## src/rtl/carfield_l2_sched_pkg.sv

```systemverilog
// Shared types and address decode for the Carfield dual-port L2 request scheduler.
package carfield_l2_sched_pkg;

  typedef enum logic [1:0] {L2P0, L2P1, L2ERR} l2_port_e;

  localparam logic [63:0] L2Port0BaseDefault = 64'h7800_0000;
  localparam logic [63:0] L2PortSizeDefault  = 64'h0020_0000;
  localparam logic [63:0] L2Port1Base        = L2Port0BaseDefault + L2PortSizeDefault;
  localparam int unsigned L2OffsetWidth      = $clog2(L2PortSizeDefault);

  function automatic l2_port_e port_decode(input logic [63:0] addr,
                                           input logic [63:0] base,
                                           input logic [63:0] size);
    if (addr >= base && addr < base + size) return L2P0;
    if (addr >= base + size && addr < base + (size << 1)) return L2P1;
    return L2ERR;
  endfunction

endpackage

```

## src/rtl/carfield_l2_sched_port.sv

```systemverilog
// One L2 port: round-robin arbiter over eligible requesters plus the in-order ID FIFO.
module carfield_l2_sched_port #(
  parameter int unsigned NumReq         = 4,
  parameter int unsigned MaxOutstanding = 4,
  localparam int unsigned IdW           = $clog2(NumReq)
) (
  input  logic              clk_i,
  input  logic              rst_ni,
  input  logic [NumReq-1:0] elig_i,
  input  logic              gnt_i,
  input  logic              rvalid_i,
  output logic              req_o,
  output logic [IdW-1:0]    winner_o,
  output logic              hs_o,
  output logic              pop_o,
  output logic [IdW-1:0]    head_o
);

  localparam int unsigned PtrW = (MaxOutstanding > 1) ? $clog2(MaxOutstanding) : 1;
  localparam int unsigned CntW = $clog2(MaxOutstanding + 1);

  logic [IdW-1:0]  ptr_q;
  logic [IdW-1:0]  mem_q [MaxOutstanding];
  logic [PtrW-1:0] wr_q, rd_q;
  logic [CntW-1:0] cnt_q;
  logic            found, full;
  logic [IdW-1:0]  idx;

  always_comb begin
    found    = 1'b0;
    winner_o = '0;
    idx      = '0;
    for (int unsigned i = 0; i < NumReq; i++) begin
      idx = IdW'((32'(ptr_q) + i) % NumReq);
      if (!found && elig_i[idx]) begin
        found    = 1'b1;
        winner_o = idx;
      end
    end
  end

  assign full   = (cnt_q == CntW'(MaxOutstanding));
  assign req_o  = found && !full;
  assign hs_o   = req_o && gnt_i;
  assign pop_o  = rvalid_i && (cnt_q != '0);
  assign head_o = mem_q[rd_q];

  always_ff @(posedge clk_i) begin
    if (!rst_ni) begin
      ptr_q <= '0;
      wr_q  <= '0;
      rd_q  <= '0;
      cnt_q <= '0;
    end else begin
      if (hs_o) begin
        mem_q[wr_q] <= winner_o;
        wr_q        <= wr_q + 1'b1;
        ptr_q       <= (winner_o == IdW'(NumReq - 1)) ? '0 : winner_o + 1'b1;
      end
      if (pop_o) rd_q <= rd_q + 1'b1;
      cnt_q <= cnt_q + CntW'(hs_o) - CntW'(pop_o);
    end
  end

endmodule

```

## src/rtl/carfield_l2_dual_port_sched.sv

```systemverilog
// Decodes requester addresses onto the two interleaved L2 ports, arbitrates per port,
// answers out-of-range accesses from a single-slot error path and routes responses back.
module carfield_l2_dual_port_sched
  import carfield_l2_sched_pkg::*;
#(
  parameter int unsigned NumReq         = 4,
  parameter int unsigned AddrWidth      = 48,
  parameter int unsigned DataWidth      = 64,
  parameter logic [63:0] L2Port0Base    = 64'h7800_0000,
  parameter logic [63:0] L2PortSize     = 64'h0020_0000,
  parameter int unsigned MaxOutstanding = 4,
  localparam int unsigned OffW          = $clog2(L2PortSize),
  localparam int unsigned BeW           = DataWidth / 8
) (
  input  logic                        clk_i,
  input  logic                        rst_ni,
  input  logic [NumReq-1:0]           req_valid_i,
  output logic [NumReq-1:0]           req_ready_o,
  input  logic [NumReq*AddrWidth-1:0] req_addr_i,
  input  logic [NumReq-1:0]           req_we_i,
  input  logic [NumReq*DataWidth-1:0] req_wdata_i,
  input  logic [NumReq*BeW-1:0]       req_be_i,
  output logic [NumReq-1:0]           rsp_valid_o,
  output logic [DataWidth-1:0]        rsp_rdata_o,
  output logic                        rsp_err_o,
  output logic [1:0]                  l2_req_o,
  input  logic [1:0]                  l2_gnt_i,
  output logic [2*OffW-1:0]           l2_addr_o,
  output logic [1:0]                  l2_we_o,
  output logic [2*DataWidth-1:0]      l2_wdata_o,
  output logic [2*BeW-1:0]            l2_be_o,
  input  logic [1:0]                  l2_rvalid_i,
  input  logic [2*DataWidth-1:0]      l2_rdata_i
);

  localparam int unsigned IdW  = $clog2(NumReq);
  localparam int unsigned CntW = $clog2(2 * MaxOutstanding + 1);

  logic [AddrWidth-1:0]   addr  [NumReq];
  logic [DataWidth-1:0]   wdata [NumReq];
  logic [BeW-1:0]         be    [NumReq];
  l2_port_e               dec   [NumReq];
  logic [1:0][NumReq-1:0] elig;
  logic [NumReq-1:0]      elig_err;
  logic [CntW-1:0]        cnt_q [NumReq];
  logic [NumReq-1:0]      last_q;
  logic                   err_vld_q, err_acc;
  logic [IdW-1:0]         err_id_q, err_id;
  logic [1:0]             hs, pop;
  logic [IdW-1:0]         win  [2];
  logic [IdW-1:0]         head [2];

  // A requester with traffic in flight may only keep using the port it last used.
  always_comb begin
    err_acc = 1'b0;
    err_id  = '0;
    for (int unsigned r = 0; r < NumReq; r++) begin
      addr[r]     = req_addr_i[r*AddrWidth +: AddrWidth];
      wdata[r]    = req_wdata_i[r*DataWidth +: DataWidth];
      be[r]       = req_be_i[r*BeW +: BeW];
      dec[r]      = port_decode(64'(addr[r]), L2Port0Base, L2PortSize);
      elig[0][r]  = rst_ni && req_valid_i[r] && dec[r] == L2P0 && (cnt_q[r] == '0 || !last_q[r]);
      elig[1][r]  = rst_ni && req_valid_i[r] && dec[r] == L2P1 && (cnt_q[r] == '0 || last_q[r]);
      elig_err[r] = rst_ni && req_valid_i[r] && dec[r] == L2ERR && cnt_q[r] == '0 && !err_vld_q;
      if (!err_acc && elig_err[r]) begin
        err_acc = 1'b1;
        err_id  = IdW'(r);
      end
    end
  end

  for (genvar p = 0; p < 2; p++) begin : g_port
    carfield_l2_sched_port #(
      .NumReq        (NumReq),
      .MaxOutstanding(MaxOutstanding)
    ) u_port (
      .clk_i   (clk_i),
      .rst_ni  (rst_ni),
      .elig_i  (elig[p]),
      .gnt_i   (l2_gnt_i[p]),
      .rvalid_i(l2_rvalid_i[p] && rst_ni),
      .req_o   (l2_req_o[p]),
      .winner_o(win[p]),
      .hs_o    (hs[p]),
      .pop_o   (pop[p]),
      .head_o  (head[p])
    );
  end

  always_comb begin
    l2_addr_o   = '0;
    l2_we_o     = '0;
    l2_wdata_o  = '0;
    l2_be_o     = '0;
    req_ready_o = '0;
    rsp_valid_o = '0;
    for (int unsigned p = 0; p < 2; p++) begin
      if (l2_req_o[p]) begin
        l2_addr_o[p*OffW +: OffW] = OffW'(64'(addr[win[p]]) - L2Port0Base - 64'(p) * L2PortSize);
        l2_we_o[p]                = req_we_i[win[p]];
        l2_wdata_o[p*DataWidth +: DataWidth] = wdata[win[p]];
        l2_be_o[p*BeW +: BeW]     = be[win[p]];
      end
      if (hs[p])  req_ready_o[win[p]]  = 1'b1;
      if (pop[p]) rsp_valid_o[head[p]] = 1'b1;
    end
    if (err_acc) req_ready_o[err_id] = 1'b1;
    if (err_vld_q && rst_ni) rsp_valid_o[err_id_q] = 1'b1;
  end

  // Shared data bus: port 0 wins if both ports respond in the same cycle.
  assign rsp_rdata_o = pop[0] ? l2_rdata_i[0 +: DataWidth] :
                       pop[1] ? l2_rdata_i[DataWidth +: DataWidth] : '0;
  assign rsp_err_o   = err_vld_q && rst_ni;

  always_ff @(posedge clk_i) begin
    if (!rst_ni) begin
      for (int unsigned r = 0; r < NumReq; r++) cnt_q[r] <= '0;
      last_q    <= '0;
      err_vld_q <= 1'b0;
      err_id_q  <= '0;
    end else begin
      for (int unsigned r = 0; r < NumReq; r++)
        cnt_q[r] <= cnt_q[r] + CntW'(req_ready_o[r]) - CntW'(rsp_valid_o[r]);
      for (int unsigned p = 0; p < 2; p++)
        if (hs[p]) last_q[win[p]] <= 1'(p);
      err_vld_q <= err_acc;
      err_id_q  <= err_id;
    end
  end

endmodule

```

## config.mk

```make
export PLATFORM = sky130hd
export DESIGN_NAME = carfield_l2_dual_port_sched
export DESIGN_NICKNAME = d
export VERILOG_FILES = /design/src/rtl/carfield_l2_sched_pkg.sv /design/src/rtl/carfield_l2_sched_port.sv /design/src/rtl/carfield_l2_dual_port_sched.sv
export SDC_FILE = /design/constraint.sdc
export NUM_CORES = 1
export LEC_CHECK = 0
export ABC_AREA = 1
export BUFFER_PORTS_ARGS = -buffer_cell sky130_fd_sc_hd__buf_4
export CELL_PAD_IN_SITES_DETAIL_PLACEMENT = 1
export CELL_PAD_IN_SITES_GLOBAL_PLACEMENT = 2
export CORE_AREA = 4 4 343 345
export CTS_CLUSTER_SIZE = 30
export DETAILED_ROUTE_END_ITERATION = 8
export DIE_AREA = 0 0 347 349
export PLACE_DENSITY = 0.61
export SLEW_MARGIN = 20
export SYNTH_ARGS = -nofsm -noshare
export SYNTH_HDL_FRONTEND = slang
export SYNTH_SLANG_ARGS = --single-unit
export TNS_END_PERCENT = 30
```

## constraint.sdc

```tcl
create_clock -name clk_i -period 10.7 [get_ports clk_i]
set_input_delay 1.605 -clock clk_i [delete_from_list [all_inputs] [get_ports clk_i]]
set_output_delay 1.605 -clock clk_i [all_outputs]
set_load 0.005 [all_outputs]
```

## Word level (Yosys, flattened, before mapping)

Memory sizes are Yosys's and may differ from the RTL's. A register that Yosys moved wholly into a read port is not among the register bits.
Index checks and enable logic that the tools add are counted.

- Flip-flop bits (word level): 25
- Bits in writable memories: 32
- Bits of input ports: 622
- Word-level logic and storage cells: 340
- Memories: 3

- Add/subtract/negate cells: 27
- Order comparisons: 38
- Equal/unequal tests: 12
- Muxes and demuxes: 138
- Bitwise gates (word level): 13
- Reduce and logical (&&, ||, !) cells: 98

Memory list:

| memory | words | width | rd ports | clocked after Yosys merged registers in | write ports | RTL line | RTL |
|---|---|---|---|---|---|---|---|
| cnt_q | 4 | 4 | 4 | 0 | 4 | carfield_l2_dual_port_sched.sv:45 | `logic [CntW-1:0] cnt_q [NumReq];` |
| g_port[0].u_port.mem_q | 4 | 2 | 1 | 1 | 1 | carfield_l2_sched_port.sv:23 | `logic [IdW-1:0] mem_q [MaxOutstanding];` |
| g_port[1].u_port.mem_q | 4 | 2 | 1 | 1 | 1 | carfield_l2_sched_port.sv:23 |  |

Operator list:

| cell | count |
|---|---|
| $mux 64 | 8 |
| $ge 48x31->1 const B | 8 |
| $lt 48x31->1 const B | 8 |
| $bmux 64 s2 | 2 |
| $bmux 48 s2 | 2 |
| $mux 21 | 6 |
| $logic_and 1x1->1 | 64 |
| $mux 2 | 32 |
| $sub 21x1->21 const B | 3 |
| $mux 4 | 13 |
| $mux 1 | 51 |
| $mux 8 | 6 |
| $lt 2x3->1 const B | 14 |
| $bmux 8 s2 | 2 |
| $bmux 1 s2 | 10 |
| $or 4x4->4 | 5 |
| $add 2x1->2 const B | 8 |
| $add 4x1->4 | 4 |
| $logic_not 1->1 | 16 |
| $logic_not 4->1 | 4 |
| $sub 4x1->4 | 4 |
| $demux 1 s2 | 6 |
| $eq 2x2->1 const B | 6 |
| $ge 2x1->1 const B | 6 |
| other kinds (13) | 38 |

## Depth between registers and ports, before layout

Gate-level depths: netlist of the first run.

- Depth after elaboration: 33
- Mapped depth: 28
- Depth with buffers taken out: 27

## Cells and area by module

From an unflattened synthesis of the first run, not the netlist that was laid out.

- Cells, all modules: 1746
- Area total of the unflattened synthesis: 10148.5 µm²

By module, submodules not included:

| module | instances | cells an instance | area an instance (µm²) |
|---|---|---|---|
| carfield_l2_dual_port_sched | 1 | 1443 | 7800.0 |
| carfield_l2_sched_port at g_port[0].u_port | 1 | 154 | 1197.4 |
| carfield_l2_sched_port at g_port[1].u_port | 1 | 149 | 1151.1 |

## Least setup slack after synthesis of the first run

Ideal clock, no wire load.

- Kind: input to output
- Start point: input req_addr_i[72]
- End point: output req_ready_o[2]
- Arrival time: 3.650 ns
- Required time: 9.095 ns
- Slack: 5.445 ns
- Stages: 19
- Buffers on the path: 2
- Cell sequence: nor2_1 nand2_1 nor2_1 nand2_2 nor2_4 nand3_1 o21ai_1 nand2_1 nand2_1 nor2_2 nand2_1 nand2_1 nor2_2 inv_2 buf_6 buf_2 ha_1 nand2_1 nand3_1

- Word-level cells in the longest chain between the ends: 30

RTL lines:

| item | RTL line | RTL |
|---|---|---|
| start, declared | carfield_l2_dual_port_sched.sv:19 | `input logic [NumReq*AddrWidth-1:0] req_addr_i,` |
| $ge 48x31->1 or $lt 48x31->1 (tied branches) | carfield_l2_sched_pkg.sv:15 | `if (addr >= base + size && addr < base + (size << 1)) return L2P1;` |
| $logic_and 1x1->1 | carfield_l2_sched_pkg.sv:15 |  |
| $mux 1 (2 in a row) | carfield_l2_sched_pkg.sv:15 |  |
| $mux 2 | carfield_l2_sched_pkg.sv:16 | `return L2ERR;` |
| $mux 2 (*) | carfield_l2_sched_pkg.sv:15 |  |
| $logic_not 2->1 (*) | carfield_l2_dual_port_sched.sv:62 | `elig[0][r] = rst_ni && req_valid_i[r] && dec[r] == L2P0 && (cnt_q[r] == '0 \|\| !last_q[r]);` |
| $logic_and 1x1->1 (*) (2 in a row) | carfield_l2_dual_port_sched.sv:62 |  |
| $bmux 1 s2 | carfield_l2_sched_port.sv:35 | `if (!found && elig_i[idx]) begin` |
| [11 not listed] | -- |  |
| named net g_port[0].u_port.winner_o[1] | carfield_l2_sched_port.sv:13 | `output logic [IdW-1:0] winner_o,` |
| [1 not listed] | -- |  |
| $logic_and 1x1->1 (not written as such) | carfield_l2_dual_port_sched.sv:104 | `if (hs[p]) req_ready_o[win[p]] = 1'b1;` |
| $mux 1 (not written as such) | carfield_l2_dual_port_sched.sv:104 |  |
| $demux 1 s2 (*) | carfield_l2_dual_port_sched.sv:104 |  |
| $mux 4 (*) | carfield_l2_dual_port_sched.sv:104 |  |
| $or 4x4->4 (no source line) | -- |  |
| $mux 4 (*) | carfield_l2_dual_port_sched.sv:104 |  |
| $or 4x4->4 (no source line) | -- |  |
| $mux 4 (*) | carfield_l2_dual_port_sched.sv:107 | `if (err_acc) req_ready_o[err_id] = 1'b1;` |
| end, declared | carfield_l2_dual_port_sched.sv:18 | `output logic [NumReq-1:0] req_ready_o,` |

The timed path passes the listed nets; every way through them passes the cells marked *. The select of a mux whose other input is x is not followed.

## Final worst setup path of the first run

- Start point: input req_addr_i[24]
- End point: output l2_wdata_o[61]

- Word-level cells in the longest chain between the ends: 26

RTL lines:

| item | RTL line | RTL |
|---|---|---|
| $ge 48x31->1 or $lt 48x31->1 (tied branches) | carfield_l2_sched_pkg.sv:15 |  |
| $logic_and 1x1->1 | carfield_l2_sched_pkg.sv:15 |  |
| $mux 1 (2 in a row) | carfield_l2_sched_pkg.sv:15 |  |
| $mux 2 | carfield_l2_sched_pkg.sv:16 |  |
| $mux 2 (*) | carfield_l2_sched_pkg.sv:15 |  |
| $logic_not 2->1 (*) | carfield_l2_dual_port_sched.sv:62 |  |
| $logic_and 1x1->1 (*) (2 in a row) | carfield_l2_dual_port_sched.sv:62 |  |
| $bmux 1 s2 | carfield_l2_sched_port.sv:35 |  |
| [7 not listed] | -- |  |
| $mux 1 | carfield_l2_sched_port.sv:35 |  |
| $logic_not 1->1 | carfield_l2_sched_port.sv:35 |  |
| $logic_and 1x1->1 | carfield_l2_sched_port.sv:35 |  |
| $mux 2 | carfield_l2_sched_port.sv:35 |  |
| $not 2->3 (not written as such) | carfield_l2_dual_port_sched.sv:101 | `l2_wdata_o[p*DataWidth +: DataWidth] = wdata[win[p]];` |
| $bmux 64 s2 | carfield_l2_dual_port_sched.sv:101 |  |
| $mux 64 (not written as such) (2 in a row) | carfield_l2_dual_port_sched.sv:101 |  |
| $mux 64 (*) | carfield_l2_dual_port_sched.sv:98 | `if (l2_req_o[p]) begin` |
| end, declared | carfield_l2_dual_port_sched.sv:30 | `output logic [2*DataWidth-1:0] l2_wdata_o,` |

Mark *: on every way between the ends. The rest lies on a longest branch, timed or not. The select of a mux whose other input is x is not followed.

==> report_table.html, run 1 <==
<table>
<tr><th>Metric</th><th>Value</th></tr>
<tr><th colspan="2">Synthesis</th></tr>
<tr><td>Cell area after synthesis</td><td>roughly 0.014 mm2</td></tr>
<tr><td>Synth Register Bits</td><td>61</td></tr>
<tr><td>Cell types occupying the most area after synthesis</td><td>nand2_1 26%, nand3_1 25%, nor2_1 11%, inv_1 8.5%, dfxtp_1 6.3%</td></tr>
<tr><td>Share of synthesized flip-flops with an asynchronous set or reset</td><td>0%</td></tr>
<tr><td>Mean cell area of the mapped netlist</td><td>between 4 and 5 um2</td></tr>
<tr><td>Share of the synthesized area in the top cell type</td><td>26.4%</td></tr>
<tr><td>Top cell type by total area after synthesis</td><td>nand2_1</td></tr>
<tr><td>Most instantiated flip-flop cell in the synthesis netlist</td><td>dfxtp_1</td></tr>
<tr><td>Cells after synthesis</td><td>2926</td></tr>
<tr><td>Post-synth EDFFs</td><td>16</td></tr>
<tr><td>Post-synth net total</td><td>3594</td></tr>
<tr><td>Number of warnings reported in the yosys synthesis log</td><td>0</td></tr>
<tr><td>Sequential area share after synthesis</td><td>9.74%</td></tr>
<tr><td>Count of distinct cell types in the synthesized netlist</td><td>43</td></tr>
<tr><th colspan="2">CTS</th></tr>
<tr><td>H-tree levels</td><td>3</td></tr>
<tr><td>Insertion delay of the later-clocked pin in the worst-skew pair</td><td>around 0.33 ns</td></tr>
<tr><td>Count of hold-fix buffers inserted at cts</td><td>0</td></tr>
<tr><td>Post CTS Setup Buffer Count</td><td>0</td></tr>
<tr><td>Clock buffers created by TritonCTS</td><td>9</td></tr>
<tr><td>Largest buffer count on any clock path</td><td>2</td></tr>
<tr><td>Number of clock sinks</td><td>between 60 and 70</td></tr>
<tr><td>Clock-pin slew on the worst setup and hold paths</td><td>0.05 ns</td></tr>
<tr><td>Clock tree from TritonCTS</td><td>built</td></tr>
<tr><td>Post-CTS Resized</td><td>0</td></tr>
<tr><td>Root Buffer</td><td>clkbuf_16</td></tr>
<tr><th colspan="2">Global routing</th></tr>
<tr><td>Via count of the first global-routing pass</td><td>~22000</td></tr>
<tr><td>Initial antenna violation count</td><td>30</td></tr>
<tr><td>Aggregate global routing overflow</td><td>0</td></tr>
<tr><td>Largest net degree at the start of global routing</td><td>138</td></tr>
<tr><td>Global-route wire length before repair</td><td>around 160000 um</td></tr>
<tr><td>GRT Resource Usage Total</td><td>between 15 and 20%</td></tr>
<tr><th colspan="2">STA</th></tr>
<tr><td>RSZ-0062 raised after global routing</td><td>false</td></tr>
<tr><td>Achievable clock frequency</td><td>133 MHz</td></tr>
<tr><td>Worst hold slack</td><td>roughly 0.47 ns</td></tr>
<tr><td>Total Negative Setup Slacks</td><td>0 ns</td></tr>
<tr><td>Final critical delay including setup and external delays</td><td>approximately 7.5 ns</td></tr>
<tr><td>Setup Viol. Count Final</td><td>0</td></tr>
<tr><td>Fin. Hold Viols</td><td>0</td></tr>
<tr><td>Max transition margin</td><td>roughly a quarter</td></tr>
<tr><td>Setup Skew</td><td>~0.0053 ns</td></tr>
<tr><td>Actual slew at the worst max-slew pin</td><td>~1.1 ns</td></tr>
<tr><td>Final clock period utilization by the worst path</td><td>between 70 and 80%</td></tr>
<tr><td>Number of max-slew violations in the final report</td><td>0</td></tr>
<tr><td>Setup ws final</td><td>about 3.2 ns</td></tr>
<tr><th colspan="2">Setup path</th></tr>
<tr><td>Worst-path cell with the longest stage delay</td><td>inv_2</td></tr>
<tr><td>Kind of end point of the critical path</td><td>output pin</td></tr>
<tr><td>Reg2reg end</td><td>cnt_q[0][2]</td></tr>
<tr><td>Source of the worst register-to-register timing path</td><td>cnt_q[0][2]</td></tr>
<tr><td>Worst setup SP type</td><td>primary input</td></tr>
<tr><td>Crit-path leading delay family</td><td>simple AND/OR/NAND/NOR gates</td></tr>
<tr><td>Data required time of the critical path</td><td>approximately 9.1 ns</td></tr>
<tr><td>Launch point of the critical path</td><td>req_addr_i[24]</td></tr>
<tr><td>Highest cell delay on the worst timing path</td><td>roughly 0.64 ns</td></tr>
<tr><td>Number of cells on the critical path</td><td>21</td></tr>
<tr><td>Data arrival at the endpoint of the critical path</td><td>between 5 and 6 ns</td></tr>
<tr><td>Worst setup path class</td><td>primary input to output pin</td></tr>
<tr><td>Setup slack, reg-to-reg</td><td>5.58 ns</td></tr>
<tr><td>Worst setup endpoint</td><td>l2_wdata_o[61]</td></tr>
<tr><td>R2r worst-path depth</td><td>21</td></tr>
<tr><td>Crit path cell chain</td><td>buf_4 -&gt; nor2_1 -&gt; inv_1 -&gt; nor2_1 -&gt; nand3_1 -&gt; nand4_1 -&gt; inv_2 -&gt; nand3_1 -&gt; o21ai_1 -&gt; nand2_1 -&gt; nand2_1 -&gt; nor2_2 -&gt; nand3_1 -&gt; nand2_8 -&gt; nand2_8 -&gt; inv_2 -&gt; buf_4 -&gt; nor2_1 -&gt; nor2_1 -&gt; nor2_1 -&gt; buf_4</td></tr>
<tr><td>Most prevalent standard cell on the critical path</td><td>nor2_1</td></tr>
<tr><td>Crit-path max FO</td><td>77</td></tr>
<tr><td>Count of buffer and inverter cells on the critical path</td><td>6</td></tr>
<tr><th colspan="2">Pwr</th></tr>
<tr><td>Max rail drop VDD</td><td>between 400 and 500 uV</td></tr>
<tr><td>Power density over cell area</td><td>between 200 and 250 mW/mm2</td></tr>
<tr><td>Leak pwr</td><td>about 12 nW</td></tr>
<tr><td>Sum of internal, switching and leakage power</td><td>between 5 and 6 mW</td></tr>
<tr><th colspan="2">Placed design</th></tr>
<tr><td>Quantity of I/O buffers inserted on ports</td><td>between 800 and 900</td></tr>
<tr><td>Post-Place Setup Slack</td><td>roughly 2.9 ns</td></tr>
<tr><td>Placed Instances</td><td>between 5000 and 6000</td></tr>
<tr><td>Post-detail-place hpwl</td><td>between 80000 and 90000 um</td></tr>
<tr><td>Gp weighted congestion</td><td>0.832</td></tr>
<tr><th colspan="2">Detailed routing</th></tr>
<tr><td>Met1 layer wirelength in the final routing</td><td>43700 um</td></tr>
<tr><td>Count of routing violations after the opening detailed-route iteration</td><td>~1100</td></tr>
<tr><td>Number of vias per cell</td><td>between 4 and 5</td></tr>
<tr><td>Vias after detailed routing</td><td>~22000</td></tr>
<tr><td>Post-DRT Antenna Nets</td><td>0</td></tr>
<tr><td>Pre-Repair DR Iteration Count</td><td>5</td></tr>
<tr><td>Routed wire length on met2</td><td>58300 um</td></tr>
<tr><td>DR top layer</td><td>met5</td></tr>
<tr><td>Total wire length</td><td>112000 um</td></tr>
<tr><td>Post-detailed-route wirelength per cell</td><td>roughly 22 um</td></tr>
<tr><td>Routed wire length on met3</td><td>7060 um</td></tr>
<tr><td>Final routed DRC violation total</td><td>0</td></tr>
<tr><th colspan="2">Floorplan</th></tr>
<tr><td>CORE AREA</td><td>between 0.1 and 0.15 mm2</td></tr>
<tr><td>Initial Utilization</td><td>between 10 and 15%</td></tr>
<tr><td>Die Wd</td><td>347 um</td></tr>
<tr><td>Top-level I/O count</td><td>~890</td></tr>
<tr><td>Floorplan die height</td><td>roughly 350 um</td></tr>
<tr><td>Number of standard-cell rows in the floorplan</td><td>between 100 and 150</td></tr>
<tr><td>Die area</td><td>between 0.1 and 0.15 mm2</td></tr>
<tr><th colspan="2">Final layout</th></tr>
<tr><td>Layout Nets</td><td>~4300</td></tr>
<tr><td>Ratio of cells with drive above 1 in the final layout</td><td>26.7%</td></tr>
<tr><td>Final standard cell count with taps included and fillers excluded</td><td>approximately 5200</td></tr>
<tr><td>P&amp;R area growth vs syn</td><td>57.3%</td></tr>
<tr><th colspan="2">Run</th></tr>
<tr><td>Count of max-cap constraint violations</td><td>0</td></tr>
<tr><th colspan="2">Status</th></tr>
<tr><td>Outcome</td><td>finished clean</td></tr>
<tr><th colspan="2">Hold path</th></tr>
<tr><td>Kind of path behind the tightest hold check</td><td>register to register</td></tr>
</table>
## tightest hold or removal path, cell delays in order, from the launching register on
cell and delay, ns:
dfxtp_1 0.30, inv_1 0.06, a21oi_1 0.07
## how the worst min path moves through the flow
stage | from | endpoint | slack (ns) | cells past startpoint
CTS | g_port[0].u_port.rd_q[1] | register | 0.48 | 2
global route | g_port[1].u_port.rd_q[0] | g_port[1].u_port.rd_q[0] | 0.51 | 1
finish | g_port[0].u_port.rd_q[1] | register | 0.47 | 2
detailed placement | g_port[0].u_port.rd_q[1] | g_port[0].u_port.rd_q[1] | 0.47 | 2
floorplan | g_port[1].u_port.rd_q[1] | register | 0.44 | 2
global placement | g_port[1].u_port.rd_q[1] | g_port[1].u_port.rd_q[1] | 0.46 | 2
## metal layers
layer | global-route usage [%] | up-vias
li1 | - | 10655
met1 | 19.5 | 10163
met2 | 32.5 | 610
met3 | 4.20 | 79
met4 | 4.54 | 12
met5 | 0 | -
## where the power goes
part	switching (mW)	internal, mW	total [mW]
Combinational	2.94	1.60	4.54
Clock	0.110	0.181	0.290
Sequential	0.0461	0.305	0.352
Total	3.10	2.09	5.19
## Yosys cell counts, types with 2 or more instances
cell,n
nor3_2,2
o21ai_0,49
xnor2_1,2
nand2_4,3
a32o_1,2
clkinv_1,2
buf_6,14
nand2_2,7
nor2_2,10
a21oi_1,35
inv_2,13
a211oi_1,2
buf_1,9
clkbuf_1,68
inv_1,321
fa_1,6
ha_1,40
nand2_1,996
buf_4,17
nand3_1,700
nand3_2,4
a32oi_1,2
edfxtp_1,16
a31oi_1,2
o21ai_1,13
nor3_1,7
nand4_1,16
nor2_1,401
dfxtp_1,45
xor2_1,6
and2_1,2
nand3b_1,6
buf_2,96
o311ai_0,3
## cells by family (layout without fill, tap and decap cells)
logic type | Yosys count | count (layout) | share of synthesized area, %
XOR/XNOR | 8 | 8 | 0.494
AO/OA/AOI/OAI | 113 | 113 | 4.36
other | 0 | 20 | 0
buffers and inverters | 540 | 1261 | 16.3
AND/OR/NAND/NOR | 2158 | 2158 | 64.7
adder cells (fa/ha/maj) | 46 | 46 | 4.37
flip-flops | 61 | 61 | 9.74
## state kept, by name, summed over array words and instances, names as in the netlist, named ones only
signal and cells:
cnt_q 16, err_id_q 2, err_vld_q 1, g_port.u_port.cnt_q 6
g_port.u_port.mem_q 16, g_port.u_port.ptr_q 4, g_port.u_port.rd_q 4, g_port.u_port.wr_q 4
last_q 4
## cell usage in the layout (no fill, tap or decap), types with 13 or more instances in the layout
master,count
nand3_1,700
o21ai_1,13
nand4_1,16
buf_4,908
ha_1,40
nand2_1,993
nor2_1,401
a21oi_1,35
diode_2,20
edfxtp_1,16
inv_1,321
o21ai_0,49
dfxtp_1,45
## area by class of cell
type	count	area, um2
Sequential cell	61	1380
Multi-Input combinational cell	2325	10600
Clock buffer	9	225
Timing Repair Buffer	909	6840
Tap cell	1512	1890
Inverter	336	1270
Antenna cell	20	50.0
Clock inverter	7	75.1
Fill cell	14779	91900
## metrics by stage
stage | instance area, um2 | utilization, %
2_1_floorplan | 14200 | -
3_3_place_gp | 22000 | 19.2
3_5_place_dp | 22000 | 19.2
4_1_cts | 22300 | 19.5
5_1_grt | 22300 | 19.5
6_report | 22300 | 19.5
No activity file was read; power rests on OpenSTA's default activity.
==> inputs of run 2 (changes only) <==
- CORE_AREA: 4 4 343 345 -> 4 4 340 342
- DIE_AREA: 0 0 347 349 -> 0 0 344 346
- PLACE_DENSITY: 0.61 -> 0.64
- clock period: 10.7 -> 6.8 ns (I/O delays scaled with it)
==> run 2 against run 1 <==
  * Sequential share of layout area down 0.056 points
  * Setup slack worse by 2.1 ns
  * Cell area increased by 0.91%
  * Critical endpoint is now req_ready_o[3]
  * Largest cell class unchanged
==> report_table.html, run 2 (synthesis gave the netlist of run 1 again) <==
<table>
<tr><th>Metric</th><th>Value</th></tr>
<tr><th colspan="2">STA</th></tr>
<tr><td>Actual slew at the worst max-slew pin</td><td>1.03 ns (was 1.10 ns)</td></tr>
<tr><td>Max transition margin</td><td>31.3% (was 26.5%)</td></tr>
<tr><td>Total Negative Setup Slacks</td><td>0 ns (unchanged)</td></tr>
<tr><td>Number of max-slew violations in the final report</td><td>0 (unchanged)</td></tr>
<tr><td>Final critical delay including setup and external delays</td><td>5.70 ns</td></tr>
<tr><td>Setup ws final</td><td>1.10 ns (was 3.18 ns)</td></tr>
<tr><td>Setup Skew</td><td>0.00788 ns (was 0.00532 ns)</td></tr>
<tr><td>Achievable clock frequency</td><td>between 150 and 200 MHz</td></tr>
<tr><td>Fin. Hold Viols</td><td>0 (unchanged)</td></tr>
<tr><td>Setup Viol. Count Final</td><td>0 (unchanged)</td></tr>
<tr><td>RSZ-0062 raised after global routing</td><td>false (unchanged)</td></tr>
<tr><td>Final clock period utilization by the worst path</td><td>around 84%</td></tr>
<tr><th colspan="2">CTS</th></tr>
<tr><td>Clock tree from TritonCTS</td><td>built (unchanged)</td></tr>
<tr><td>Number of clock sinks</td><td>61 (unchanged)</td></tr>
<tr><td>Largest buffer count on any clock path</td><td>2 (unchanged)</td></tr>
<tr><td>H-tree levels</td><td>3 (unchanged)</td></tr>
<tr><td>Insertion delay of the later-clocked pin in the worst-skew pair</td><td>0.34 ns (was 0.33 ns)</td></tr>
<tr><td>Post-CTS Resized</td><td>0 (unchanged)</td></tr>
<tr><td>Clock buffers created by TritonCTS</td><td>9 (unchanged)</td></tr>
<tr><td>Clock-pin slew on the worst setup and hold paths</td><td>0.05 ns (about the same)</td></tr>
<tr><td>Count of hold-fix buffers inserted at cts</td><td>0 (unchanged)</td></tr>
<tr><td>Post CTS Setup Buffer Count</td><td>0 (unchanged)</td></tr>
<tr><td>Root Buffer</td><td>clkbuf_16 (unchanged)</td></tr>
<tr><th colspan="2">Detailed routing</th></tr>
<tr><td>Final routed DRC violation total</td><td>0 (unchanged)</td></tr>
<tr><td>Total wire length</td><td>112000 um (about the same)</td></tr>
<tr><td>Number of vias per cell</td><td>4.20 (was 4.16)</td></tr>
<tr><td>Vias after detailed routing</td><td>21717 (was 21519)</td></tr>
<tr><td>Post-DRT Antenna Nets</td><td>0 (unchanged)</td></tr>
<tr><td>Pre-Repair DR Iteration Count</td><td>5 (unchanged)</td></tr>
<tr><td>Count of routing violations after the opening detailed-route iteration</td><td>933 (was 1127)</td></tr>
<tr><td>Post-detailed-route wirelength per cell</td><td>21.7 um (was 21.6 um)</td></tr>
<tr><th colspan="2">Setup path</th></tr>
<tr><td>Data arrival at the endpoint of the critical path</td><td>4.68 ns (was 5.92 ns)</td></tr>
<tr><td>Most prevalent standard cell on the critical path</td><td>nand3_1 (was nor2_1)</td></tr>
<tr><td>Crit path cell chain</td><td>buf_4 -&gt; nor2_1 -&gt; inv_1 -&gt; nor2_1 -&gt; nand3_1 -&gt; nand4_1 -&gt; inv_2 -&gt; nand3_1 -&gt; o21ai_1 -&gt; nand2_1 -&gt; nand2_1 -&gt; nor2_2 -&gt; nand3_1 -&gt; nand2_8 -&gt; nand2_8 -&gt; inv_2 -&gt; buf_4 -&gt; ha_1 -&gt; nand2_1 -&gt; nand3_1 -&gt; buf_4 (was buf_4 -&gt; nor2_1 -&gt; inv_1 -&gt; nor2_1 -&gt; nand3_1 -&gt; nand4_1 -&gt; inv_2 -&gt; nand3_1 -&gt; o21ai_1 -&gt; nand2_1 -&gt; nand2_1 -&gt; nor2_2 -&gt; nand3_1 -&gt; nand2_8 -&gt; nand2_8 -&gt; inv_2 -&gt; buf_4 -&gt; nor2_1 -&gt; nor2_1 -&gt; nor2_1 -&gt; buf_4)</td></tr>
<tr><td>Crit-path max FO</td><td>50 (was 77)</td></tr>
<tr><td>Worst setup SP type</td><td>primary input (unchanged)</td></tr>
<tr><td>Highest cell delay on the worst timing path</td><td>0.39 ns (was 0.64 ns)</td></tr>
<tr><td>Kind of end point of the critical path</td><td>output pin (unchanged)</td></tr>
<tr><td>Count of buffer and inverter cells on the critical path</td><td>6 (unchanged)</td></tr>
<tr><td>Crit-path leading delay family</td><td>simple AND/OR/NAND/NOR gates (unchanged)</td></tr>
<tr><td>Data required time of the critical path</td><td>5.78 ns (was 9.10 ns)</td></tr>
<tr><td>Worst-path cell with the longest stage delay</td><td>nand2_8 (was inv_2)</td></tr>
<tr><td>Worst setup path class</td><td>primary input to output pin (unchanged)</td></tr>
<tr><th colspan="2">Global routing</th></tr>
<tr><td>Initial antenna violation count</td><td>15 (was 30)</td></tr>
<tr><td>Global-route wire length before repair</td><td>158000 um (about the same)</td></tr>
<tr><td>Via count of the first global-routing pass</td><td>22435 (was 22433)</td></tr>
<tr><td>GRT Resource Usage Total</td><td>17.7% (was 17.3%)</td></tr>
<tr><td>Largest net degree at the start of global routing</td><td>117 (was 138)</td></tr>
<tr><td>Aggregate global routing overflow</td><td>0 (unchanged)</td></tr>
<tr><th colspan="2">Final layout</th></tr>
<tr><td>Post-Layout Inst Area</td><td>0.0225 mm2 (was 0.0223 mm2)</td></tr>
<tr><td>Layout Nets</td><td>4320 (was 4310)</td></tr>
<tr><td>Final-layout fill cell count</td><td>14589 (was 14779)</td></tr>
<tr><td>Top flop regs</td><td>cnt_q (16), g_port.u_port.mem_q (16), g_port.u_port.cnt_q (6) (unchanged)</td></tr>
<tr><td>Most frequent cells in the layout</td><td>993 x nand2_1, 905 x buf_4, 700 x nand3_1 (was 993 x nand2_1, 908 x buf_4, 700 x nand3_1)</td></tr>
<tr><td>P&amp;R area growth vs syn</td><td>58.7% (was 57.3%)</td></tr>
<tr><td>Ratio of cells with drive above 1 in the final layout</td><td>26.9% (was 26.7%)</td></tr>
<tr><td>Leading cell type in the layout, fill and taps excluded</td><td>nand2_1 (unchanged)</td></tr>
<tr><th colspan="2">Floorplan</th></tr>
<tr><td>Floorplan die height</td><td>346 um (was 349 um)</td></tr>
<tr><td>Initial Utilization</td><td>12.6% (was 12.4%)</td></tr>
<tr><td>CORE AREA</td><td>0.112 mm2 (was 0.114 mm2)</td></tr>
<tr><td>Top-level I/O count</td><td>885 (unchanged)</td></tr>
<tr><td>Die Wd</td><td>344 um (was 347 um)</td></tr>
<tr><td>Die area</td><td>0.119 mm2 (was 0.121 mm2)</td></tr>
<tr><td>Number of standard-cell rows in the floorplan</td><td>123 (was 124)</td></tr>
<tr><th colspan="2">Placed design</th></tr>
<tr><td>Post-detail-place hpwl</td><td>86500 um (was 85600 um)</td></tr>
<tr><td>Post-Place Setup Slack</td><td>0.974 ns (was 2.93 ns)</td></tr>
<tr><td>Gp weighted congestion</td><td>0.824 (was 0.832)</td></tr>
<tr><td>Quantity of I/O buffers inserted on ports</td><td>884 (unchanged)</td></tr>
<tr><td>Placed inst area</td><td>0.0222 mm2 (was 0.0220 mm2)</td></tr>
<tr><th colspan="2">Pwr</th></tr>
<tr><td>Max rail drop VDD</td><td>360 uV (was 434 uV)</td></tr>
<tr><td>Leak pwr</td><td>12.4 nW (was 12.3 nW)</td></tr>
<tr><td>Power density over cell area</td><td>366 mW/mm2 (was 232 mW/mm2)</td></tr>
<tr><th colspan="2">Status</th></tr>
<tr><td>Outcome</td><td>finished clean (unchanged)</td></tr>
<tr><th colspan="2">Run</th></tr>
<tr><td>Count of max-cap constraint violations</td><td>0 (unchanged)</td></tr>
<tr><th colspan="2">Hold path</th></tr>
<tr><td>Kind of path behind the tightest hold check</td><td>register to register (unchanged)</td></tr>
</table>
run 2: worst paths after layout:
path | start | to | slack, ns | depth (start not counted)
max | req_addr_i[24] | req_ready_o[3] | 1.10 | 21
min | g_port[1].u_port.rd_q[1] | register | 0.47 | 2
max reg2reg | cnt_q[0][2] | cnt_q[3][2] | 2.28 | 21
min reg2reg | g_port[1].u_port.rd_q[1] | register | 0.47 | 2
run 2: where the power goes:
group          internal, mW  total [mW]  switching [mW]
sequential            0.480       0.549          0.0686
clock                 0.319       0.491           0.172
combinational          2.61        7.19            4.59
total                  3.41        8.23            4.83
run 2: final cells by class:
cell class / count / area [um2] / area share (%)
antenna: 9 / 22.5 / 0.100
inverter: 336 / 1270 / 5.62
multi-input combinational: 2325 / 10600 / 47.0
clock buffer: 11 / 233 / 1.03
clock inverter: 5 / 75.1 / 0.333
timing repair buffer: 919 / 7070 / 31.4
sequential: 61 / 1380 / 6.14
tap: 1500 / 1880 / 8.34
run 2: metal layers:
metal / vias to the layer above / track usage [%] / share of wire, %
met4: 8 / 3.65 / 1.9
met5: - / 0 / 0.054
met2: 566 / 32.8 / 51
met3: 51 / 4.14 / 6.7
met1: 10433 / 20.6 / 40
li1: 10659 / - / -
run 2: through the flow:
step	hold WS [ns]	total power, mW	cells	util (%)
3_3_place_gp	0.458	7.94	5141	19.7
5_1_grt	0.506	9.07	5162	20.0
6_report	0.468	8.23	5166	20.0
4_1_cts	0.474	8.46	5157	20.0
3_5_place_dp	0.463	7.93	5141	19.7
2_1_floorplan	0.436	4.41	2926	-
run 2: worst min-delay path, delay by kind of cell (launching register included):
family,cells,cell delay (ns)
DFF,1,0.29
AOI/OAI and AO/OA,1,0.07
buffers and inverters,1,0.06
==> inputs of run 3 (changes only) <==
- clock period: 6.8 -> 4.8 ns (I/O delays scaled with it)
==> run 3 against run 2 <==
  * Count of clock-buffer cells in the layout is 1 lower
  * Core utilization up 0.51 points
  * Highest routed layer unchanged
  * Clock skew up 0.0023 ns
  * Total power rose by 48%
  * Critical path depth is the same
==> report_table.html, run 3 (synthesis gave the netlist of run 1 again) <==
<table>
<tr><th>Metric</th><th>Value</th></tr>
<tr><th colspan="2">Final layout</th></tr>
<tr><td>P&amp;R area growth vs syn</td><td>62.7% (was 58.7%)</td></tr>
<tr><td>Layout Nets</td><td>4363 (was 4320)</td></tr>
<tr><td>Final-layout fill cell count</td><td>14532 (was 14589)</td></tr>
<tr><td>Fraction of the core area covered by cells at the end of the flow</td><td>20.6% (was 20.0%)</td></tr>
<tr><td>Ratio of cells with drive above 1 in the final layout</td><td>27.8% (was 26.9%)</td></tr>
<tr><td>Most frequent cells in the layout</td><td>993 x nand2_1, 929 x buf_4, 700 x nand3_1 (was 993 x nand2_1, 905 x buf_4, 700 x nand3_1)</td></tr>
<tr><td>Top flop regs</td><td>cnt_q (16), g_port.u_port.mem_q (16), g_port.u_port.cnt_q (6) (unchanged)</td></tr>
<tr><td>Leading cell type in the layout, fill and taps excluded</td><td>nand2_1 (unchanged)</td></tr>
<tr><th colspan="2">Placed design</th></tr>
<tr><td>Post-Place Setup Slack</td><td>0.243 ns (was 0.974 ns)</td></tr>
<tr><td>Quantity of I/O buffers inserted on ports</td><td>884 (unchanged)</td></tr>
<tr><td>Gp weighted congestion</td><td>0.834 (was 0.824)</td></tr>
<tr><td>Post-detail-place hpwl</td><td>88400 um (was 86500 um)</td></tr>
<tr><th colspan="2">Pwr</th></tr>
<tr><td>Internal Power</td><td>5.15 mW (was 3.41 mW)</td></tr>
<tr><td>Sum of internal, switching and leakage power</td><td>12.1 mW (was 8.23 mW)</td></tr>
<tr><td>Switching Fraction</td><td>57.6% (was 58.6%)</td></tr>
<tr><td>Net switching power of the design</td><td>6.99 mW (was 4.83 mW)</td></tr>
<tr><td>Max rail drop VDD</td><td>496 uV (was 360 uV)</td></tr>
<tr><td>Power density over cell area</td><td>526 mW/mm2 (was 366 mW/mm2)</td></tr>
<tr><td>Share of total power in sequential cells</td><td>6.3% (was 6.7%)</td></tr>
<tr><td>Combinational share of power</td><td>88.4% (was 87.4%)</td></tr>
<tr><td>Relative contribution of the clock network to total power</td><td>5.3% (was 6.0%)</td></tr>
<tr><td>Leak pwr</td><td>12.7 nW (was 12.4 nW)</td></tr>
<tr><th colspan="2">Detailed routing</th></tr>
<tr><td>DR top layer</td><td>met5 (unchanged)</td></tr>
<tr><td>Routed wire length on met2</td><td>57100 um (was 57200 um)</td></tr>
<tr><td>Met1 layer wirelength in the final routing</td><td>45300 um (was 45100 um)</td></tr>
<tr><td>Number of vias per cell</td><td>4.19 (was 4.20)</td></tr>
<tr><td>Post-DRT Antenna Nets</td><td>0 (unchanged)</td></tr>
<tr><td>Final routed DRC violation total</td><td>0 (unchanged)</td></tr>
<tr><td>Vias after detailed routing</td><td>21855 (was 21717)</td></tr>
<tr><td>Pre-Repair DR Iteration Count</td><td>5 (unchanged)</td></tr>
<tr><td>Post-detailed-route wirelength per cell</td><td>21.4 um (was 21.7 um)</td></tr>
<tr><td>Routed wire length on met3</td><td>7260 um (was 7460 um)</td></tr>
<tr><td>Count of routing violations after the opening detailed-route iteration</td><td>1066 (was 933)</td></tr>
<tr><td>Total wire length</td><td>112000 um (about the same)</td></tr>
<tr><th colspan="2">Floorplan</th></tr>
<tr><td>Number of standard-cell rows in the floorplan</td><td>123 (unchanged)</td></tr>
<tr><td>CORE AREA</td><td>0.112 mm2 (unchanged)</td></tr>
<tr><td>Initial Utilization</td><td>12.6% (unchanged)</td></tr>
<tr><td>Floorplan die height</td><td>346 um (unchanged)</td></tr>
<tr><td>Top-level I/O count</td><td>885 (unchanged)</td></tr>
<tr><td>Die Wd</td><td>344 um (unchanged)</td></tr>
<tr><td>Die area</td><td>0.119 mm2 (unchanged)</td></tr>
<tr><th colspan="2">Setup path</th></tr>
<tr><td>Crit-path max FO</td><td>96 (was 50)</td></tr>
<tr><td>Worst setup SP type</td><td>primary input (unchanged)</td></tr>
<tr><td>Worst setup path class</td><td>primary input to output pin (unchanged)</td></tr>
<tr><td>Highest cell delay on the worst timing path</td><td>0.36 ns (was 0.39 ns)</td></tr>
<tr><td>Crit path cell chain</td><td>buf_4 -&gt; nor2_1 -&gt; nand2_1 -&gt; nor2_1 -&gt; nand3_1 -&gt; nor2_2 -&gt; buf_4 -&gt; nand4_1 -&gt; nand2_1 -&gt; inv_2 -&gt; o21ai_2 -&gt; inv_1 -&gt; a21oi_1 -&gt; nand2_4 -&gt; buf_16 -&gt; buf_6 -&gt; nand3_1 -&gt; nand3_1 -&gt; nand2_1 -&gt; nor2_1 -&gt; buf_4 (was buf_4 -&gt; nor2_1 -&gt; inv_1 -&gt; nor2_1 -&gt; nand3_1 -&gt; nand4_1 -&gt; inv_2 -&gt; nand3_1 -&gt; o21ai_1 -&gt; nand2_1 -&gt; nand2_1 -&gt; nor2_2 -&gt; nand3_1 -&gt; nand2_8 -&gt; nand2_8 -&gt; inv_2 -&gt; buf_4 -&gt; ha_1 -&gt; nand2_1 -&gt; nand3_1 -&gt; buf_4)</td></tr>
<tr><td>Crit-path leading delay family</td><td>simple AND/OR/NAND/NOR gates (unchanged)</td></tr>
<tr><td>Worst-path cell with the longest stage delay</td><td>buf_6 (was nand2_8)</td></tr>
<tr><td>Count of buffer and inverter cells on the critical path</td><td>7 (was 6)</td></tr>
<tr><td>Data arrival at the endpoint of the critical path</td><td>3.86 ns (was 4.68 ns)</td></tr>
<tr><td>Data required time of the critical path</td><td>4.08 ns (was 5.78 ns)</td></tr>
<tr><td>Kind of end point of the critical path</td><td>output pin (unchanged)</td></tr>
<tr><th colspan="2">CTS</th></tr>
<tr><td>Clock tree from TritonCTS</td><td>built (unchanged)</td></tr>
<tr><td>Largest buffer count on any clock path</td><td>2 (unchanged)</td></tr>
<tr><td>Root Buffer</td><td>clkbuf_16 (unchanged)</td></tr>
<tr><td>Post-CTS Resized</td><td>0 (unchanged)</td></tr>
<tr><td>Number of clock sinks</td><td>61 (unchanged)</td></tr>
<tr><td>H-tree levels</td><td>3 (unchanged)</td></tr>
<tr><td>Count of hold-fix buffers inserted at cts</td><td>0 (unchanged)</td></tr>
<tr><td>Insertion delay of the later-clocked pin in the worst-skew pair</td><td>0.34 ns (about the same)</td></tr>
<tr><td>Post CTS Setup Buffer Count</td><td>0 (unchanged)</td></tr>
<tr><td>Clock-pin slew on the worst setup and hold paths</td><td>0.05 ns (about the same)</td></tr>
<tr><td>Clock buffers created by TritonCTS</td><td>9 (unchanged)</td></tr>
<tr><th colspan="2">STA</th></tr>
<tr><td>RSZ-0062 raised after global routing</td><td>true (was false)</td></tr>
<tr><td>Actual slew at the worst max-slew pin</td><td>0.787 ns (was 1.03 ns)</td></tr>
<tr><td>Final clock period utilization by the worst path</td><td>between 90% and 100%</td></tr>
<tr><td>Number of max-slew violations in the final report</td><td>0 (unchanged)</td></tr>
<tr><td>Max transition margin</td><td>47.5% (was 31.3%)</td></tr>
<tr><td>Setup Viol. Count Final</td><td>0 (unchanged)</td></tr>
<tr><td>Fin. Hold Viols</td><td>0 (unchanged)</td></tr>
<tr><td>Total Negative Setup Slacks</td><td>0 ns (unchanged)</td></tr>
<tr><td>Setup ws final</td><td>0.215 ns (was 1.10 ns)</td></tr>
<tr><td>Setup Skew</td><td>0.0102 ns (was 0.00788 ns)</td></tr>
<tr><td>Worst hold slack</td><td>0.474 ns (was 0.468 ns)</td></tr>
<tr><td>Achievable clock frequency</td><td>218 MHz</td></tr>
<tr><td>Final critical delay including setup and external delays</td><td>around 4.6 ns</td></tr>
<tr><th colspan="2">Global routing</th></tr>
<tr><td>Global-route wire length before repair</td><td>158000 um (about the same)</td></tr>
<tr><td>Aggregate global routing overflow</td><td>0 (unchanged)</td></tr>
<tr><td>GRT Resource Usage Total</td><td>17.6% (was 17.7%)</td></tr>
<tr><td>Initial antenna violation count</td><td>23 (was 15)</td></tr>
<tr><td>Largest net degree at the start of global routing</td><td>97 (was 117)</td></tr>
<tr><td>Via count of the first global-routing pass</td><td>22732 (was 22435)</td></tr>
<tr><th colspan="2">Hold path</th></tr>
<tr><td>Kind of path behind the tightest hold check</td><td>register to register (unchanged)</td></tr>
<tr><th colspan="2">Status</th></tr>
<tr><td>Outcome</td><td>finished clean (unchanged)</td></tr>
<tr><th colspan="2">Run</th></tr>
<tr><td>Count of max-cap constraint violations</td><td>0 (unchanged)</td></tr>
</table>
run 3: cell types whose count changed in the layout (fill, tap and decap cells not counted), moves of 2 or more:
cell	change
clkinv_2	-2
diode_2	+8
buf_16	+2
buf_12	+16
clkinvlp_4	+2
buf_4	+24
run 3: worst register-to-register path, stage by stage, from the launching register on:
cell	delay (ns)
dfxtp_1	0.31
inv_1	0.05
ha_1	0.20
nand3_1	0.23
inv_1	0.06
or2_2	0.29
nand3_1	0.12
nand2_1	0.11
nand3_1	0.09
nand2_1	0.15
nor3_1	0.20
inv_1	0.06
o21ai_0	0.39
inv_1	0.12
ha_1	0.23
nand2_1	0.09
nand3_1	0.20
ha_1	0.29
fa_1	0.39
xnor2_1	0.17
nor2_1	0.05
run 3: area by class of cell:
type / count / area [um2] / area share [%]
antenna: 17 / 42.5 / 0.184
clock buffer: 10 / 229 / 0.992
clock inverter: 6 / 62.6 / 0.271
inverter: 336 / 1270 / 5.48
multi-input combinational: 2325 / 10600 / 45.9
sequential: 61 / 1380 / 5.98
tap: 1500 / 1880 / 8.13
timing repair buffer: 962 / 7640 / 33.1
run 3: through the flow:
stage / cell area, um2 / instances
3_5_place_dp: 22700 / 5184
4_1_cts: 23000 / 5200
6_report: 23100 / 5217
3_3_place_gp: 22700 / 5184
2_1_floorplan: 14200 / 2926
5_1_grt: 23100 / 5213
run 3: worst paths after layout:
check	depth (start not counted)	slack, ns	endpoint	start
max	21	0.22	l2_wdata_o[33]	req_addr_i[180]
min	2	0.47	register	g_port[0].u_port.rd_q[1]
max reg2reg	20	0.86	cnt_q[3][2]	cnt_q[2][2]
min reg2reg	2	0.47	register	g_port[0].u_port.rd_q[1]
run 3: power groups by stage:
stage	clock, mW	combinational (mW)	sequential [mW]
CTS	0.666	11.0	0.770
detailed placement	0	11.0	0.779
floorplan	0	5.50	0.750
global route	0.690	11.9	0.786
global placement	0	11.0	0.777
finish	0.645	10.7	0.768
run 3: layer usage:
layer  GRT usage [%]  vias up
met2            32.6      657
met5               0        -
li1                -    10754
met3            3.55       56
met1            21.0    10380
met4            3.45        8
